### config.mk
export PLATFORM = sky130hd
export DESIGN_NAME = fifo_fwft_upsizer
export DESIGN_NICKNAME = d
export VERILOG_FILES = /design/src/rtl/fifo_fwft_upsizer.sv
export SDC_FILE = /design/constraint.sdc
export NUM_CORES = 1
export LEC_CHECK = 0
export CAP_MARGIN = 30
export CORE_ASPECT_RATIO = 0.5
export CORE_MARGIN = 3
export CORE_UTILIZATION = 49
export CTS_BUF_LIST = sky130_fd_sc_hd__clkbuf_16
export DETAILED_ROUTE_END_ITERATION = 6
export PLACE_DENSITY = 0.95
export SYNTH_ARGS = -nofsm -noshare
export SYNTH_HDL_FRONTEND = slang
export SYNTH_SLANG_ARGS = --single-unit
### constraint.sdc
create_clock -name clk -period 2.8 [get_ports clk]
set_clock_uncertainty 0.2 [all_clocks]
set_input_delay 0.42 -clock clk [delete_from_list [all_inputs] [get_ports clk]]
set_output_delay 0.42 -clock clk [all_outputs]
set_load 0.01 [all_outputs]
### src/rtl/fifo_fwft_upsizer.sv
// fifo_fwft_upsizer: pops DATA_WIDTH words from a first-word-fall-through FIFO
// and packs RATIO consecutive words into one wide word on a valid/ready stream.
// Lane 0 (the oldest word) sits in the LSBs of dout.
//
// Output handshake: dout/valid form a registered source. A word transfers on
// any rising clk edge where valid & ready; while valid & !ready, dout and valid
// hold stable. On the FIFO side, rd_en is combinational and the word on din is
// consumed at every rising edge where rd_en is 1.
//
// Optional build macro FIFO_FWFT_UPSIZER_FLUSH_EN adds a flush request input
// and a per-lane keep output, so that a partially filled word can be emitted.
module fifo_fwft_upsizer #(
  parameter int DATA_WIDTH = 16,
  parameter int RATIO = 2,
  localparam int OUT_WIDTH = DATA_WIDTH * RATIO
) (
  input  logic                  clk,
  input  logic                  rst,
  input  logic [DATA_WIDTH-1:0] din,
  input  logic                  empty,
  output logic                  rd_en,
  output logic [OUT_WIDTH-1:0]  dout,
  output logic                  valid,
  input  logic                  ready
`ifdef FIFO_FWFT_UPSIZER_FLUSH_EN
  ,
  input  logic                  flush,
  output logic [RATIO-1:0]      keep
`endif
);

  localparam int CNT_W = $clog2(RATIO);
  localparam int ACC_W = OUT_WIDTH - DATA_WIDTH;
  localparam logic [CNT_W-1:0] LAST = CNT_W'(RATIO - 1);

  logic [CNT_W-1:0]     r_cnt;
  logic [ACC_W-1:0]     r_acc;
  logic [OUT_WIDTH-1:0] r_dout;
  logic                 r_valid;

  logic                 w_slot_free;
  logic                 w_last;
  logic                 w_pop;
  logic                 w_load;
  logic [OUT_WIDTH-1:0] w_load_word;

  // The output register can take a new word when it is empty or being drained.
  assign w_slot_free = !r_valid || ready;
  assign w_last      = (r_cnt == LAST);
  // Lanes below the last one keep filling under backpressure; the final lane
  // is only popped when the completed word has somewhere to go.
  assign w_pop       = rst && !empty && (!w_last || w_slot_free);
  assign rd_en       = w_pop;

`ifdef FIFO_FWFT_UPSIZER_FLUSH_EN
  logic [OUT_WIDTH-1:0] w_flush_word;
  logic [RATIO-1:0]     w_flush_keep;
  logic                 w_flush_fire;
  logic [RATIO-1:0]     r_keep;

  // Flush only acts when there is something to emit and the slot is free;
  // otherwise the level request simply waits.
  assign w_flush_fire = flush && w_slot_free && ((r_cnt != '0) || w_pop);

  // Build the partial word: filled lanes from acc, the lane being popped this
  // cycle from din, everything above it zero.
  always_comb begin
    w_flush_word = '0;
    w_flush_keep = '0;
    for (int i = 0; i < RATIO - 1; i++) begin
      if (CNT_W'(i) < r_cnt) begin
        w_flush_word[i*DATA_WIDTH +: DATA_WIDTH] = r_acc[i*DATA_WIDTH +: DATA_WIDTH];
        w_flush_keep[i] = 1'b1;
      end else if ((CNT_W'(i) == r_cnt) && w_pop) begin
        w_flush_word[i*DATA_WIDTH +: DATA_WIDTH] = din;
        w_flush_keep[i] = 1'b1;
      end
    end
    if (w_last && w_pop) begin
      w_flush_word[OUT_WIDTH-1 -: DATA_WIDTH] = din;
      w_flush_keep[RATIO-1] = 1'b1;
    end
  end

  assign w_load      = w_flush_fire || (w_pop && w_last);
  assign w_load_word = w_flush_fire ? w_flush_word : {din, r_acc};

  // keep marks the lanes of the held word that carry real data.
  always_ff @(posedge clk) begin
    if (!rst) begin
      r_keep <= '0;
    end else if (w_load) begin
      r_keep <= w_flush_fire ? w_flush_keep : '1;
    end
  end

  assign keep = r_keep;
`else
  assign w_load      = w_pop && w_last;
  assign w_load_word = {din, r_acc};
`endif

  // Accumulate popped words into their lane until the final lane arrives.
  always_ff @(posedge clk) begin
    if (!rst) begin
      r_acc <= '0;
    end else begin
      for (int i = 0; i < RATIO - 1; i++) begin
        if (w_pop && !w_last && (r_cnt == CNT_W'(i))) begin
          r_acc[i*DATA_WIDTH +: DATA_WIDTH] <= din;
        end
      end
    end
  end

  // Lane counter: advance on each pop, wrap only when a word is emitted.
  always_ff @(posedge clk) begin
    if (!rst) begin
      r_cnt <= '0;
    end else if (w_load) begin
      r_cnt <= '0;
    end else if (w_pop) begin
      r_cnt <= r_cnt + CNT_W'(1);
    end
  end

  // Output register: load a finished word, otherwise drop valid on accept.
  always_ff @(posedge clk) begin
    if (!rst) begin
      r_dout  <= '0;
      r_valid <= 1'b0;
    end else if (w_load) begin
      r_dout  <= w_load_word;
      r_valid <= 1'b1;
    end else if (r_valid && ready) begin
      r_valid <= 1'b0;
    end
  end

  assign dout  = r_dout;
  assign valid = r_valid;

endmodule

==> out/results.tsv <==
stage	metric	value	unit
clock_network	PostCTS Resize Cnt	0	
synth	Post-Synthesis Cell Area	0.00183	mm2
sta	final worst-path cycle share	84.8	%
synth	flops & latches, synth	50	
cells_and_area	share of post-route cells with drive strength above 1	5.15	%
die	die footprint	0.00454	mm2
grt	Overall Global Routing Usage	21.6	%
grt	GRT overflow	0	
clock_network	Num CTS Buffers	5	
placed_design	Port Buf Inserts	53	
route	routed wire length	4600	um
clock_network	CTS tree	done	
synth	commonest cells in the synthesized netlist	nand2_1 (65), dfxtp_1 (50), nand3_1 (32), o21ai_1 (28), o21ai_0 (21)	
route	DRT iter0 DRCs	98	
grt	number of global-route vias before repair	1695	
synth	Mapped Nets	246	
placed_design	DP HPWL	2970	um
die	Core ar.	0.00328	mm2
route	Detail Route Antenna Nets	0	
route	Pre-Repair DR Iteration Count	5	
route	Avg WL per Cell	14.4	um
grt	largest net degree at the start of global routing	34	
cells_and_area	diodes inserted	0	
clock_network	clk slew on worst S/H paths	60	ps
setup_path	Slowest-stage cell, CP	clkdlybuf4s50_1	
placed_design	placed cells	312	
synth	Distinct cells, synth	16	
die	# rows	14	
synth	most common cell in the netlist	nand2_1	
setup_path	Critical Path AT	1760	ps
setup_path	crit-path cells	clkdlybuf4s50_1, nand2b_1, inv_1, a21oi_1, clkdlybuf4s50_1	
die	chip width	92.3	um
setup_path	CP Buf/Inv Count	3	
cells_and_area	fill count	214	
die	I/O pins	54	
clock_network	CTS max path bufs	2	
synth	Synth Flop Type	dfxtp_1	
clock_network	clock sink count	50	
sta	Least-Margin Pin Slew	374	ps
sta	setup ws final	425	ps
sta	Final Setup Violations	0	
job	Max Cap Viol	0	
setup_path	Critical Path End Type	output port	
cells_and_area	Final Cell Area	0.00248	mm2
placed_design	gpl congestion	0.747	
sta	final number of hold-violating endpoints	0	
sta	Final min period	2380	ps
power_and_ir_drop	P_leak	0.902	nW
power_and_ir_drop	worst vdd ir	295	uV
setup_path	CP delay by family, top	buffers and inverters	
sta	fmax	421	MHz
synth	Mapped Avg Cell Area	8.08	um2
sta	Slew Viols, Final	0	
clock_network	worst-skew pair later-pin latency	280	ps
sta	setup TNS	0	ps
die	Initial Util	55.7	%
clock_network	H-tree lvl count	2	
route	Vias/cell	5.26	
power_and_ir_drop	PwrDens	589	mW/mm2
synth	Yosys top cell by area	dfxtp_1	
grt	antenna violations before repair	0	
clock_network	Setup Buffers After CTS	0	
sta	unrepaired setup endpoints after global routing	no	
grt	first-pass GRT wire length	7890	um
synth	Post-synth ARST share	0	%
setup_path	crit-path max cell delay	550	ps
outcome	status	completed	
route	via count	1684	
setup_path	startpoint types	input pin	
clock_network	clock root cell	clkbuf_16	
synth	dominant cells by area after synthesis	dfxtp_1 (55%), nand2_1 (13%), nand3_1 (8.8%)	
synth	number of synthesized flops with an enable pin	0	
synth	Yosys top cell area share	54.8	%
cells_and_area	area grow syn2layout	35.6	%
cells_and_area	Final nets	291	
synth	Mapped Cells	226	
clock_network	Hold Buf Count CTS	0	
route	Remaining DRCs	0	
cells_and_area	Post-Layout Cell Count	320	
setup_path	WS Path Type	input pin to output port	
synth	Seq/Total Area, Yosys	54.8	%
setup_path	Max FO, Critical Path	2	
sta	relative slew slack	75.1	%
setup_path	most used cell, CP	clkdlybuf4s50_1	
placed_design	Setup WS pre-CTS	423	ps
die	Die H	49.2	um
setup_path	Worst EP required	2180	ps
placed_design	Post-DP Area	0.00234	mm2
sta	hold slack	247	ps
synth	number of synthesis warnings	0	
hold_path	worst hold path class	flop to flop	
==> power breakdown <==
group	total (mW)	switching [mW]	internal [mW]	leakage, nW
Clock	0.555	0.232	0.323	0.0724
Sequential	0.763	0.0181	0.745	0.408
Combinational	0.141	0.0703	0.0706	0.422
Total	1.46	0.320	1.14	0.902
==> flip-flops by register name, summed over array words and instances, names as in the netlist <==
signal / flops
valid: 1
dout: 32
r_cnt: 1
r_acc: 16
==> worst paths after layout <==
path                    startpoint  slack, ps  depth (start not counted)               endpoint
max                          ready        420                          5                  rd_en
min          dout[11]$_SDFFE_PN0P_        250                          2  dout[11]$_SDFFE_PN0P_
max reg2reg     valid$_SDFFE_PN0P_       1170                          5  dout[25]$_SDFFE_PN0P_
min reg2reg  dout[11]$_SDFFE_PN0P_        250                          2  dout[11]$_SDFFE_PN0P_
==> layout make-up <==
type / instances / area [um2] / area share [%]
repair buffers: 59 / 571 / 23.0
multi-input cells: 153 / 699 / 28.2
clock buffers: 5 / 125 / 5.05
inverters: 2 / 7.51 / 0.303
flip-flops and latches: 50 / 1000 / 40.4
well taps: 48 / 60.1 / 2.43
clock inverters: 3 / 12.5 / 0.505
==> tightest hold or removal path, delay by kind of cell, from the launching register on <==
family / cells / cell delay [ps]
and+or+nand+nor: 1 / 50
DFF: 1 / 310
AOI/OAI and AO/OA: 1 / 50
==> through the flow <==
stage | util, % | total power [mW]
floorplan | - | 0.841
global placement | 71.4 | 0.909
detailed placement | 71.4 | 0.916
CTS | 75.6 | 1.47
global route | 75.6 | 1.52
finish | 75.6 | 1.46
==> layer usage <==
layer	global-route usage [%]	vias up	wire, um
li1	-	836	-
met1	23.0	784	1880
met2	41.1	56	2430
met3	5.70	8	231
met4	8.13	0	67
met5	0	-	0
==> cell usage in the layout (no fill, tap or decap) <==
cell	instances
and2_1	1
and3b_1	1
clkinv_1	1
dfxtp_1	50
nor3b_2	1
nor2_1	1
o21a_1	1
clkinv_2	1
clkdlybuf4s50_1	52
buf_2	1
o21ai_0	21
a21oi_1	1
buf_4	6
nand2b_1	1
inv_1	3
clkbuf_16	5
o21ai_1	28
nand2_1	65
nand3_1	32
==> logic make-up after synthesis <==
family | count (synthesis) | share of synthesized area [%]
AND/OR/NAND/NOR | 102 | 24.2
AO/OA/AOI/OAI | 51 | 14.1
flip-flops | 50 | 54.8
buffers and inverters | 23 | 6.85
No activity file was read; power rests on OpenSTA's default activity.
